[src/rtl/cam_frame_writer_if.sv]
// Camera capture bus: sensor-side inputs and frame-buffer write port of cam_frame_writer.
interface cam_frame_writer_if #(
   parameter int unsigned ADDR_W = 17,
   parameter int unsigned SEL_W  = 4,
   parameter int unsigned FCNT_W = 8
);
   logic              href;
   logic              vsync;
   logic [7:0]        cam_data;
   logic [SEL_W-1:0]  sel;
   logic              we;
   logic [ADDR_W-1:0] wAddr;
   logic [15:0]       wData;
   logic [SEL_W-1:0]  sel_frame;
   logic              frame_start;
   logic              frame_done;
   logic [FCNT_W-1:0] frame_cnt;
   logic              line_err;

   // Capture engine side
   modport slave (
      input  href, vsync, cam_data, sel,
      output we, wAddr, wData, sel_frame, frame_start, frame_done, frame_cnt, line_err
   );

   // Sensor / frame-buffer side
   modport master (
      output href, vsync, cam_data, sel,
      input  we, wAddr, wData, sel_frame, frame_start, frame_done, frame_cnt, line_err
   );
endinterface

[src/rtl/cam_frame_writer.sv]
// Camera capture engine: pairs sensor bytes into RGB565 pixels, optional 2x/4x
// decimation, linear frame-buffer write address, frame-latched filter select.
// Optional feature macro: CAM_LINE_CHECK_EN (line/frame length checker on line_err).
module cam_frame_writer #(
   parameter int unsigned H_ACTIVE = 320,
   parameter int unsigned V_ACTIVE = 240,
   parameter int unsigned DEC_LOG2 = 0,
   parameter int unsigned ADDR_W   = 17,
   parameter int unsigned SEL_W    = 4,
   parameter int unsigned FCNT_W   = 8
) (
   input logic               clk,
   input logic               reset,
   cam_frame_writer_if.slave bus
);
   // Counters saturate one past the active size so over-long lines stay detectable
   localparam int unsigned COL_W = $clog2(H_ACTIVE + 2);
   localparam int unsigned ROW_W = $clog2(V_ACTIVE + 2);
   localparam int unsigned NPIX  = (H_ACTIVE * V_ACTIVE) >> (2 * DEC_LOG2);

   localparam logic [COL_W-1:0]  H_LIM     = COL_W'(H_ACTIVE);
   localparam logic [COL_W-1:0]  COL_SAT   = COL_W'(H_ACTIVE + 1);
   localparam logic [ROW_W-1:0]  V_LIM     = ROW_W'(V_ACTIVE);
   localparam logic [ROW_W-1:0]  ROW_SAT   = ROW_W'(V_ACTIVE + 1);
   localparam logic [COL_W-1:0]  COL_MASK  = COL_W'((1 << DEC_LOG2) - 1);
   localparam logic [ROW_W-1:0]  ROW_MASK  = ROW_W'((1 << DEC_LOG2) - 1);
   localparam logic [ADDR_W-1:0] ADDR_LAST = ADDR_W'(NPIX - 1);

   localparam logic [1:0] S_SYNC   = 2'd0;
   localparam logic [1:0] S_VBLANK = 2'd1;
   localparam logic [1:0] S_ACTIVE = 2'd2;

   localparam logic PH_HI = 1'b0;
   localparam logic PH_LO = 1'b1;

   logic [1:0]        state_q, state_d;
   logic              phase_q, phase_d;
   logic [7:0]        hi_q, hi_d;
   logic              href_q, href_d;
   logic [COL_W-1:0]  col_q, col_d;
   logic [ROW_W-1:0]  row_q, row_d;
   logic [ADDR_W-1:0] cnt_q, cnt_d;
   logic              we_q, we_d;
   logic [ADDR_W-1:0] waddr_q, waddr_d;
   logic [15:0]       wdata_q, wdata_d;
   logic [SEL_W-1:0]  sel_frame_q, sel_frame_d;
   logic              fstart_q, fstart_d;
   logic              fdone_q, fdone_d;
   logic [FCNT_W-1:0] fcnt_q, fcnt_d;
   logic              keep;

   // Frame FSM, byte pairing, decimation and write-address generation
   always_comb begin
      state_d     = state_q;
      phase_d     = phase_q;
      hi_d        = hi_q;
      href_d      = 1'b0;
      col_d       = col_q;
      row_d       = row_q;
      cnt_d       = cnt_q;
      we_d        = 1'b0;
      waddr_d     = waddr_q;
      wdata_d     = wdata_q;
      sel_frame_d = sel_frame_q;
      fstart_d    = 1'b0;
      fdone_d     = 1'b0;
      fcnt_d      = fcnt_q;
      keep        = (col_q < H_LIM) && (row_q < V_LIM) &&
                    ((col_q & COL_MASK) == '0) && ((row_q & ROW_MASK) == '0);
      case (state_q)
         S_SYNC: begin
            if (bus.vsync) state_d = S_VBLANK;
         end
         S_VBLANK: begin
            if (!bus.vsync) begin
               state_d     = S_ACTIVE;
               sel_frame_d = bus.sel;
               fstart_d    = 1'b1;
               cnt_d       = '0;
               waddr_d     = '0;
               col_d       = '0;
               row_d       = '0;
               phase_d     = PH_HI;
            end
         end
         S_ACTIVE: begin
            if (bus.vsync) begin
               // vsync wins over href; any half pixel is dropped
               state_d = S_VBLANK;
               fdone_d = 1'b1;
               fcnt_d  = fcnt_q + FCNT_W'(1);
               phase_d = PH_HI;
            end else if (bus.href) begin
               href_d = 1'b1;
               if (phase_q == PH_HI) begin
                  hi_d    = bus.cam_data;
                  phase_d = PH_LO;
               end else begin
                  phase_d = PH_HI;
                  if (keep) begin
                     we_d    = 1'b1;
                     waddr_d = cnt_q;
                     wdata_d = {hi_q, bus.cam_data};
                     if (cnt_q != ADDR_LAST) cnt_d = cnt_q + ADDR_W'(1);
                  end
                  if (col_q != COL_SAT) col_d = col_q + COL_W'(1);
               end
            end else if (href_q) begin
               // End of line: odd trailing byte dropped
               if (row_q != ROW_SAT) row_d = row_q + ROW_W'(1);
               col_d   = '0;
               phase_d = PH_HI;
            end
         end
         default: state_d = S_SYNC;
      endcase
   end

   // State and output registers
   always_ff @(posedge clk or negedge reset) begin
      if (!reset) begin
         state_q     <= S_SYNC;
         phase_q     <= PH_HI;
         hi_q        <= '0;
         href_q      <= 1'b0;
         col_q       <= '0;
         row_q       <= '0;
         cnt_q       <= '0;
         we_q        <= 1'b0;
         waddr_q     <= '0;
         wdata_q     <= '0;
         sel_frame_q <= '0;
         fstart_q    <= 1'b0;
         fdone_q     <= 1'b0;
         fcnt_q      <= '0;
      end else begin
         state_q     <= state_d;
         phase_q     <= phase_d;
         hi_q        <= hi_d;
         href_q      <= href_d;
         col_q       <= col_d;
         row_q       <= row_d;
         cnt_q       <= cnt_d;
         we_q        <= we_d;
         waddr_q     <= waddr_d;
         wdata_q     <= wdata_d;
         sel_frame_q <= sel_frame_d;
         fstart_q    <= fstart_d;
         fdone_q     <= fdone_d;
         fcnt_q      <= fcnt_d;
      end
   end

`ifdef CAM_LINE_CHECK_EN
   logic line_err_q, line_err_d;
   logic line_fall;

   // Sticky line/frame length error, cleared at frame start
   always_comb begin
      line_fall  = (state_q == S_ACTIVE) && !bus.vsync && !bus.href && href_q;
      line_err_d = line_err_q;
      if (fstart_d) begin
         line_err_d = 1'b0;
      end else if (line_fall && (col_q != H_LIM)) begin
         line_err_d = 1'b1;
      end else if (fdone_d && (row_q != V_LIM)) begin
         line_err_d = 1'b1;
      end
   end

   // Error flag register
   always_ff @(posedge clk or negedge reset) begin
      if (!reset) line_err_q <= 1'b0;
      else        line_err_q <= line_err_d;
   end

   assign bus.line_err = line_err_q;
`else
   assign bus.line_err = 1'b0;
`endif

   assign bus.we          = we_q;
   assign bus.wAddr       = waddr_q;
   assign bus.wData       = wdata_q;
   assign bus.sel_frame   = sel_frame_q;
   assign bus.frame_start = fstart_q;
   assign bus.frame_done  = fdone_q;
   assign bus.frame_cnt   = fcnt_q;
endmodule

[src/flat_wrapper.sv]
// flat-port wrapper written by rule: the top's interface ports become plain ports
module cam_frame_writer_flat 
#(
   parameter int unsigned H_ACTIVE = 320,
   parameter int unsigned V_ACTIVE = 240,
   parameter int unsigned DEC_LOG2 = 0,
   parameter int unsigned ADDR_W   = 17,
   parameter int unsigned SEL_W    = 4,
   parameter int unsigned FCNT_W   = 8
)
  (clk, reset, bus_href, bus_vsync, bus_cam_data, bus_sel, bus_we, bus_wAddr, bus_wData, bus_sel_frame, bus_frame_start, bus_frame_done, bus_frame_cnt, bus_line_err);
  cam_frame_writer_if #(.ADDR_W(ADDR_W), .SEL_W(SEL_W), .FCNT_W(FCNT_W)) bus_i ();
  input logic clk;
  input logic reset;
  input wire logic [$bits(bus_i.href)-1:0] bus_href;
  input wire logic [$bits(bus_i.vsync)-1:0] bus_vsync;
  input wire logic [$bits(bus_i.cam_data)-1:0] bus_cam_data;
  input wire logic [$bits(bus_i.sel)-1:0] bus_sel;
  output wire logic [$bits(bus_i.we)-1:0] bus_we;
  output wire logic [$bits(bus_i.wAddr)-1:0] bus_wAddr;
  output wire logic [$bits(bus_i.wData)-1:0] bus_wData;
  output wire logic [$bits(bus_i.sel_frame)-1:0] bus_sel_frame;
  output wire logic [$bits(bus_i.frame_start)-1:0] bus_frame_start;
  output wire logic [$bits(bus_i.frame_done)-1:0] bus_frame_done;
  output wire logic [$bits(bus_i.frame_cnt)-1:0] bus_frame_cnt;
  output wire logic [$bits(bus_i.line_err)-1:0] bus_line_err;
  assign bus_i.href = bus_href;
  assign bus_i.vsync = bus_vsync;
  assign bus_i.cam_data = bus_cam_data;
  assign bus_i.sel = bus_sel;
  assign bus_we = bus_i.we;
  assign bus_wAddr = bus_i.wAddr;
  assign bus_wData = bus_i.wData;
  assign bus_sel_frame = bus_i.sel_frame;
  assign bus_frame_start = bus_i.frame_start;
  assign bus_frame_done = bus_i.frame_done;
  assign bus_frame_cnt = bus_i.frame_cnt;
  assign bus_line_err = bus_i.line_err;
  cam_frame_writer #(.H_ACTIVE(H_ACTIVE), .V_ACTIVE(V_ACTIVE), .DEC_LOG2(DEC_LOG2), .ADDR_W(ADDR_W), .SEL_W(SEL_W), .FCNT_W(FCNT_W)) u_core (.clk(clk), .reset(reset), .bus(bus_i));
endmodule
[config.mk]
export PLATFORM = sky130hd
export DESIGN_NAME = cam_frame_writer_flat
export DESIGN_NICKNAME = d
export VERILOG_FILES = /design/src/rtl/cam_frame_writer_if.sv /design/src/rtl/cam_frame_writer.sv /design/src/flat_wrapper.sv
export SDC_FILE = /design/constraint.sdc
export NUM_CORES = 1
export LEC_CHECK = 0
export CORE_UTILIZATION = 50
export CTS_CLUSTER_DIAMETER = 120
export DETAILED_ROUTE_END_ITERATION = 7
export HOLD_SLACK_MARGIN = 0.1
export PLACE_DENSITY = 0.75
export SYNTH_ARGS = -nofsm -noshare
export SYNTH_HDL_FRONTEND = slang
export SYNTH_SLANG_ARGS = --single-unit
[constraint.sdc]
create_clock -name clk -period 5.2 [get_ports clk]
set_input_delay 1.04 -clock clk [delete_from_list [all_inputs] [get_ports clk]]
set_output_delay 1.04 -clock clk [all_outputs]
set_load 0.02 [all_outputs]
Word level (Yosys, flattened, before mapping)
Index checks and enable logic that the tools add are counted.
W data, S select, Z words.
{"block": "totals", "latch_bits": 0, "ram_bits": 0, "output_inout_bits": 49, "mem_count": 0, "wordCells": 101, "mem_bits_ro": 0, "reg_bits": 94}
{"block": "classes", "reduce_logical": 14, "muxes": 46, "div": 0, "n_mul": 0, "shifts": 0, "order_cmp": 2, "n_bitwise": 2, "add_sub_neg": 4, "eq_ne": 19}
{"op": "$mux W17", "n": 10}
{"op": "$pmux W17 S2", "n": 2}
{"op": "$mux W9", "n": 6}
{"op": "$mux W8", "n": 5}
{"op": "$pmux W9 S2", "n": 1}
{"op": "$reduce_and A6 Y1", "n": 3}
{"op": "$add A17 B1 Y17 const B", "n": 1}
{"op": "$mux W1", "n": 17}
{"op": "$ne A17 B17 Y1 const B", "n": 1}
{"op": "$add A8 B1 Y8 const B", "n": 2}
{"op": "$pmux W8 S2", "n": 1}
{"op": "$ne A2 B1 Y1 const B", "n": 6}
{"op": "$add A9 B1 Y9 const B", "n": 1}
{"op": "$lt A9 B9 Y1 const B", "n": 1}
{"op": "$ne A3 B2 Y1 const B", "n": 3}
{"op": "$ne A9 B9 Y1 const B", "n": 1}
{"op": "$lt A8 B8 Y1 const B", "n": 1}
{"op": "$ne A2 B2 Y1 const B", "n": 4}
{"op": "$ne A8 B8 Y1 const B", "n": 1}
{"op": "$reduce_and A7 Y1", "n": 1}
{"op": "$reduce_and A2 Y1", "n": 3}
{"op": "$reduce_and A5 Y1", "n": 1}
{"op": "$mux W2", "n": 2}
{"op": "$ne A4 B3 Y1 const B", "n": 1}
{"op": "other kinds (11)", "n": 12}

Depth between registers and ports, before layout
Gate-level depths: netlist of the first run.
{"block": "depth", "ltp_word": 7, "depth_mapped": 10, "mapped_depth_nobuf": 7}

Worst setup path before layout of the first run
No wires, ideal clock.
{"block": "synth_timing", "path_kind": "input -> register", "from": "input bus_href", "to": "register u_core.cnt_q[15]", "path_stages": 8, "t_arrival_ns": 2.377, "required_ns": 5.097, "setup_slack_ns": 2.719, "setup_ns": 0.103, "cell_sequence": "and2_4 > nand2_1 > a221o_1 > buf_6 > or2_0 > buf_2 > buf_6 > o41ai_2"}
{"block": "synth_between", "elab_chain_cells": 2}
{"item": "from (decl)", "line_no": "flat_wrapper.sv:15", "source": "input wire logic [$bits(bus_i.href)-1:0] bus_href;"}
{"item": "$ne A2 B2 Y1 (no line)"}
{"item": "$reduce_and A7 Y1 (no line)"}
{"item": "to (signal assigned)", "line_no": "cam_frame_writer.sv:143", "source": "cnt_q <= cnt_d;"}
{"item": "to (decl)", "line_no": "cam_frame_writer.sv:42", "source": "logic [ADDR_W-1:0] cnt_q, cnt_d;"}
No other way between the ends.
A chain may end at the register's enable or synchronous reset.

Worst setup path after layout of the first run
{"block": "layout_timing", "from": "input bus_href", "to": "register u_core.cnt_q[16]"}
Same word-level chain as after synthesis.

==> results.py, run 1 <==
metrics = {
    "detailed_routing": {
        "wl_per_cell_um": 14.8,
        "first_pass_iters": 4,
        "routed_via_density": 5.69,
        "drc": 0,
        "wirelength_um": 8760,
        "vias": 3357,
        "drt_iter0_drc": 130,
        "drtAntennaViolNets": 0,
    },
    "final_layout": {
        "area_growth_syn_to_layout_pct": 20.5,
        "drive_gt1_share_pct": 12.2,
        "finish.net_count": 503,
        "fin_cells": 590,
        "multi_input_area_um2": 1970,
        "design_area_um2": 5370,
        "n_antenna_cell": 0,
        "ff_latch_area_um2": 2350,
        "fin_util_pct": 61.9,
        "fillCellCount": 706,
    },
    "power_and_ir_drop": {
        "pwr_density_cell_nw_per_um2": 498,
        "ir_worst_vdd_uv": 203,
        "p_leak_nw": 2.33,
    },
    "synth": {
        "yosys.area.top_type_share_pct": 52.8,
        "synthFlopType": "dfrtp_1",
        "synth_warnings": 0,
        "synth_edf_count": 0,
        "synth_area_leader_cell": "dfrtp_1",
        "async_reset_ff_share_pct": 100,
        "synth_top_family_by_area": "simple AND/OR/NAND/NOR gates",
        "synthMuxAreaShare_pct": 7.58,
        "yosys.area_share.simple_pct": 18.8,
        "synthTopCellsByArea": "dfrtp_1 53%, mux2_2 7.6%, o21ai_0 4.6%",
        "synth_compound_area_share_pct": 12.0,
        "ys_ff_latch": 94,
        "synthCells": 420,
        "synth_cell_types": 61,
        "synthesis.nets": 446,
        "synthAdderAreaFrac_pct": 2.81,
        "yosysSeqAreaShare_pct": 52.8,
        "synthXorXnorAreaFrac_pct": 2.95,
        "yosys.cell_count.top_type": "dfrtp_1",
        "synth_area_per_cell_um2": 10.6,
        "yosys-top-cells-count": "94 x dfrtp_1, 53 x nand2_1, 41 x o21ai_0",
        "netlist_area_um2": 4460,
    },
    "grt": {
        "busiest_layer": "met2",
        "grt_max_degree": 56,
        "antenna_found_initial": 0,
        "grt_usage_pct": 20.0,
        "grt_pass1_vias": 3206,
        "grtUsageMet2_pct": 32.7,
        "grt_pass1_wl_um": 14500,
        "globalRouteOverflowTotal": 0,
        "use_met3_pct": 3.21,
        "grt.met1_usage_pct": 26.9,
    },
    "clock_tree": {
        "cts_resized": 0,
        "cts_sinks": 94,
        "cts_hold_buf": 0,
        "ctsLongestPathBuffers": 2,
        "cts_tree": "yes",
        "clock_latency_ps": 360,
        "cts_setup_buffers": 0,
        "cts.clk_slew.worst_paths_ps": 90,
        "htree_num_levels": 3,
        "root_buffer": "clkbuf_8",
        "cts_buffers": 9,
    },
    "placement": {
        "placedCellCount": 574,
        "place_ws_ps": 1580,
        "gp_congestion": 0.845,
        "dpl_cell_area_um2": 5150,
        "port_buffers": 63,
        "place_hpwl_um": 6020,
    },
    "critical_path": {
        "critPathTopFamily": "buffers and inverters",
        "cp.required_ps": 5450,
        "path_class": "in2reg",
        "crit_slowest_cell": "clkdlybuf4s50_1",
        "cp.arrival_ps": 3460,
        "end_kind": "register",
        "path_buf_inv": 2,
        "path_cells": "clkdlybuf4s50_1, and2_4, nand2_1, a221o_1, buf_4, or2_0, o311ai_0",
        "slowest_delay_ps": 570,
        "start_kind": "input port",
        "worstPathMaxFanout": 55,
    },
    "floorplan": {
        "rows": 34,
        "io_pins": 65,
        "die_h_um": 96.4,
        "core_um2": 8680,
        "start_util_pct": 51.4,
        "die-area_um2": 9300,
        "die_x_um": 96.4,
    },
    "hold_path": {
        "hp-class": "reg2reg",
    },
    "timing": {
        "tightest_slew_ps": 924,
        "setup_ws_ps": 1990,
        "fin_crit_sh_pct": 61.8,
        "drv_slew": 0,
        "fmax_mhz": 311,
        "finalClockSkew_ps": 12.8,
        "setup_viol": 0,
        "relSlewSlack_pct": 38.2,
        "fin_tns_setup_ps": 0,
        "grt_setup_unrepaired": "no",
        "period_needed_ps": 3210,
        "final_hold_viol_count": 0,
    },
    "job": {
        "maxCapViolCount": 0,
    },
    "run_status": {
        "outcome": "finished clean",
    },
}
-- layout by cell type (no fill, tap or decap), types with 5 or more instances in the layout --
cell and instances:
o31ai_1 5, o21ai_0 41, xnor2_1 8, buf_4 5
clkdlybuf4s50_1 62, inv_1 9, nand2b_1 8, nor2_1 18
dfrtp_1 94, a21oi_1 5, xor2_1 7, nand3b_1 6
o221ai_1 6, nand3_1 17, mux2_2 30, nand4_1 6
clkbuf_8 9, nand2_1 53, and3_1 12, ha_1 10
-- sequential cells by signal, summed over array words and instances (netlist names), 2 cells and up --
name / flops
u_core.row_q: 8
u_core.bus.frame_cnt: 8
u_core.cnt_q: 17
u_core.bus.wData: 16
u_core.state_q: 2
u_core.bus.wAddr: 17
u_core.col_q: 9
u_core.hi_q: 8
u_core.bus.sel_frame: 4
-- power by group --
group / switching [W] / internal [W] / total, W / leakage (nW)
logic: 0.000530 / 0.000474 / 0.00100 / 0.972
clock network: 0.000257 / 0.000274 / 0.000532 / 0.107
registers: 0.000183 / 0.000959 / 0.00114 / 1.25
total: 0.000970 / 0.00171 / 0.00268 / 2.33
-- metal layers --
layer | part of all wire [%] | up-vias
met4 | 0.86 | 0
met1 | 47 | 1659
met2 | 48 | 75
met3 | 4.9 | 7
li1 | - | 1616
met5 | 0 | -
-- layout make-up --
type	instances	area share (%)
clock buffer	10	2.38
clock inverter	6	1.75
inverter	9	0.629
multi-input combinational	296	36.7
sequential	94	43.8
tap	108	2.52
timing repair buffer	67	12.3
-- tightest hold or removal path, cell delays in order (launching register included) --
cell     delay [ps]
dfrtp_1         350
nand2_1          40
o21ai_0          60
-- metrics by stage --
step	hold slack (ps)	total power (W)
floorplan	477	0.00176
finish	483	0.00268
CTS	492	0.00270
detailed placement	470	0.00216
global placement	465	0.00212
global route	521	0.00286
-- cell families (layout without fill, tap and decap cells) --
| logic type | Yosys count | count (layout) |
|---|---|---|
| muxes | 30 | 30 |
| buffers and inverters | 30 | 92 |
| adders and majority gates | 10 | 10 |
| DFF | 94 | 94 |
| xor gates and xnor gates | 15 | 15 |
| AOI/OAI and AO/OA | 83 | 83 |
| and+or+nand+nor | 157 | 157 |
| other | 1 | 1 |
-- path summary, 6_finish.rpt --
kind	start	to	slack [ps]	depth (start not counted)
max	bus_href	u_core.cnt_q[16]$_DFFE_PN0P_	1990	7
min reg2reg	u_core.bus.wAddr[3]$_DFFE_PN0P_	u_core.bus.wAddr[3]$_DFFE_PN0P_	480	2
min in group asynchronous	reset	u_core.bus.frame_cnt[5]$_DFFE_PN0P_	660	1
max in group asynchronous	reset	u_core.cnt_q[8]$_DFFE_PN0P_	3490	2
min	u_core.bus.wAddr[3]$_DFFE_PN0P_	u_core.bus.wAddr[3]$_DFFE_PN0P_	480	2
max reg2reg	u_core.state_q[0]$_DFFE_PN0P_	u_core.cnt_q[16]$_DFFE_PN0P_	2050	9
Note: power is estimated with default switching activity, not from simulation.
==> run 2: changes to the inputs <==
- clock period: 5.2 -> 3.3 ns (I/O delays scaled with it)
==> results.py, run 2 (synthesis gave the netlist of run 1 again) <==
metrics = {
    "detailed_routing": {
        "wl_met1_um": 4340,
        "dr_wl_met3_um": 434,
        "routed_via_density": 5.60,
        "top_layer": "met4",
        "wl_per_cell_um": 15.4,
        "drt_iter0_drc": 157,
        "first_pass_iters": 4,
        "drc": 0,
        "wl_met2_um": 4290,
        "drtAntennaViolNets": 0,
        "wirelength_um": 9150,
        "vias": 3330,
    },
    "timing": {
        "fmax_mhz": 368,
        "fin_tns_setup_ps": 0,
        "tightest_slew_ps": 853,
        "setup_ws_ps": 584,
        "fin_crit_sh_pct": 82.3,
        "relSlewSlack_pct": 43.1,
        "period_needed_ps": 2720,
        "final_hold_viol_count": 0,
        "setup_viol": 0,
        "hold_slack_ps": 319,
        "finalClockSkew_ps": 11.4,
        "drv_slew": 0,
        "grt_setup_unrepaired": "no",
    },
    "clock_tree": {
        "clock_latency_ps": 360,
        "root_buffer": "clkbuf_8",
        "cts_hold_buf": 0,
        "cts_tree": "yes",
        "cts.clk_slew.worst_paths_ps": 100,
        "htree_num_levels": 3,
        "ctsLongestPathBuffers": 2,
        "cts_resized": 0,
        "cts_sinks": 94,
        "cts_buffers": 9,
        "cts_setup_buffers": 0,
    },
    "run_status": {
        "outcome": "finished clean",
    },
    "final_layout": {
        "n_antenna_cell": 0,
        "fillCellCount": 693,
        "final_cell_mix": "94 x dfrtp_1, 62 x clkdlybuf4s50_1, 53 x nand2_1",
        "final_common_cell": "dfrtp_1",
        "fin_util_pct": 62.3,
        "finish.net_count": 508,
        "drive_gt1_share_pct": 13.1,
        "area_growth_syn_to_layout_pct": 21.3,
    },
    "floorplan": {
        "start_util_pct": 51.4,
        "io_pins": 65,
        "core_um2": 8680,
        "die_x_um": 96.4,
        "rows": 34,
        "die-area_um2": 9300,
        "die_h_um": 96.4,
    },
    "power_and_ir_drop": {
        "p_leak_nw": 2.35,
        "ir_worst_vdd_uv": 338,
        "pwr_density_cell_nw_per_um2": 788,
    },
    "critical_path": {
        "cp.arrival_ps": 2960,
        "worstPathMaxFanout": 14,
        "end_kind": "register",
        "cp.required_ps": 3540,
        "start_kind": "register",
        "path_class": "reg2reg",
    },
    "placement": {
        "place_ws_ps": 301,
        "port_buffers": 63,
        "gp_congestion": 0.821,
        "place_hpwl_um": 6310,
    },
    "job": {
        "maxCapViolCount": 0,
    },
    "grt": {
        "grt_usage_pct": 20.7,
        "globalRouteOverflowTotal": 0,
        "grt_max_degree": 54,
        "antenna_found_initial": 0,
        "grt_pass1_wl_um": 14800,
        "grt_pass1_vias": 3175,
    },
    "hold_path": {
        "hp-class": "in2async",
    },
}
-- run 2: cell types whose count changed in the layout (fill, tap and decap cells not counted) --
cell	change
clkinv_4	+1
clkinvlp_4	-1
buf_4	+5
-- run 2: final cells by class --
class / count / area (µm²) / area share, %
multi-input cells: 296 / 1970 / 36.4
repair buffers: 72 / 696 / 12.9
well taps: 108 / 135 / 2.50
clock inverters: 6 / 95.1 / 1.76
clock buffers: 10 / 128 / 2.36
flip-flops and latches: 94 / 2350 / 43.5
inverters: 9 / 33.8 / 0.625
-- run 2: per-stage QoR --
stage | power [W] | std cells | cell area (µm²)
floorplan | 0.00277 | 420 | 4460
global placement | 0.00336 | 579 | 5190
detailed placement | 0.00343 | 579 | 5190
CTS | 0.00430 | 595 | 5410
global route | 0.00454 | 595 | 5410
finish | 0.00426 | 595 | 5410
-- run 2: worst paths after layout --
kind	start	end	slack (ps)	depth (start not counted)
max in group asynchronous	reset	u_core.bus.wData[13]$_DFFE_PN0P_	2230	2
min in group clk	u_core.bus.frame_cnt[7]$_DFFE_PN0P_	u_core.bus.frame_cnt[7]$_DFFE_PN0P_	480	1
max reg2reg	u_core.state_q[0]$_DFFE_PN0P_	u_core.cnt_q[16]$_DFFE_PN0P_	580	7
min reg2reg	u_core.bus.frame_cnt[7]$_DFFE_PN0P_	u_core.bus.frame_cnt[7]$_DFFE_PN0P_	480	1
min	reset	u_core.bus.frame_cnt[5]$_DFFE_PN0P_	320	1
max	u_core.state_q[0]$_DFFE_PN0P_	u_core.cnt_q[16]$_DFFE_PN0P_	580	7
-- run 2: worst max-delay path: stages (launching register included) --
cell and delay [ps]:
dfrtp_1 410, inv_1 120, ha_1 430, and2_4 240
nand2_1 50, a221o_1 360, or2_0 530, o311ai_0 440
-- run 2: where the power goes --
group,internal (W),switching [W]
clock network,0.000434,0.000422
registers,0.00151,0.000287
logic,0.000758,0.000849
-- run 2: layer usage --
layer | track usage (%) | vias to the layer above
li1 | - | 1619
met1 | 28.8 | 1612
met2 | 32.5 | 92
met3 | 4.69 | 7
met4 | 6.50 | 0
met5 | 0 | -
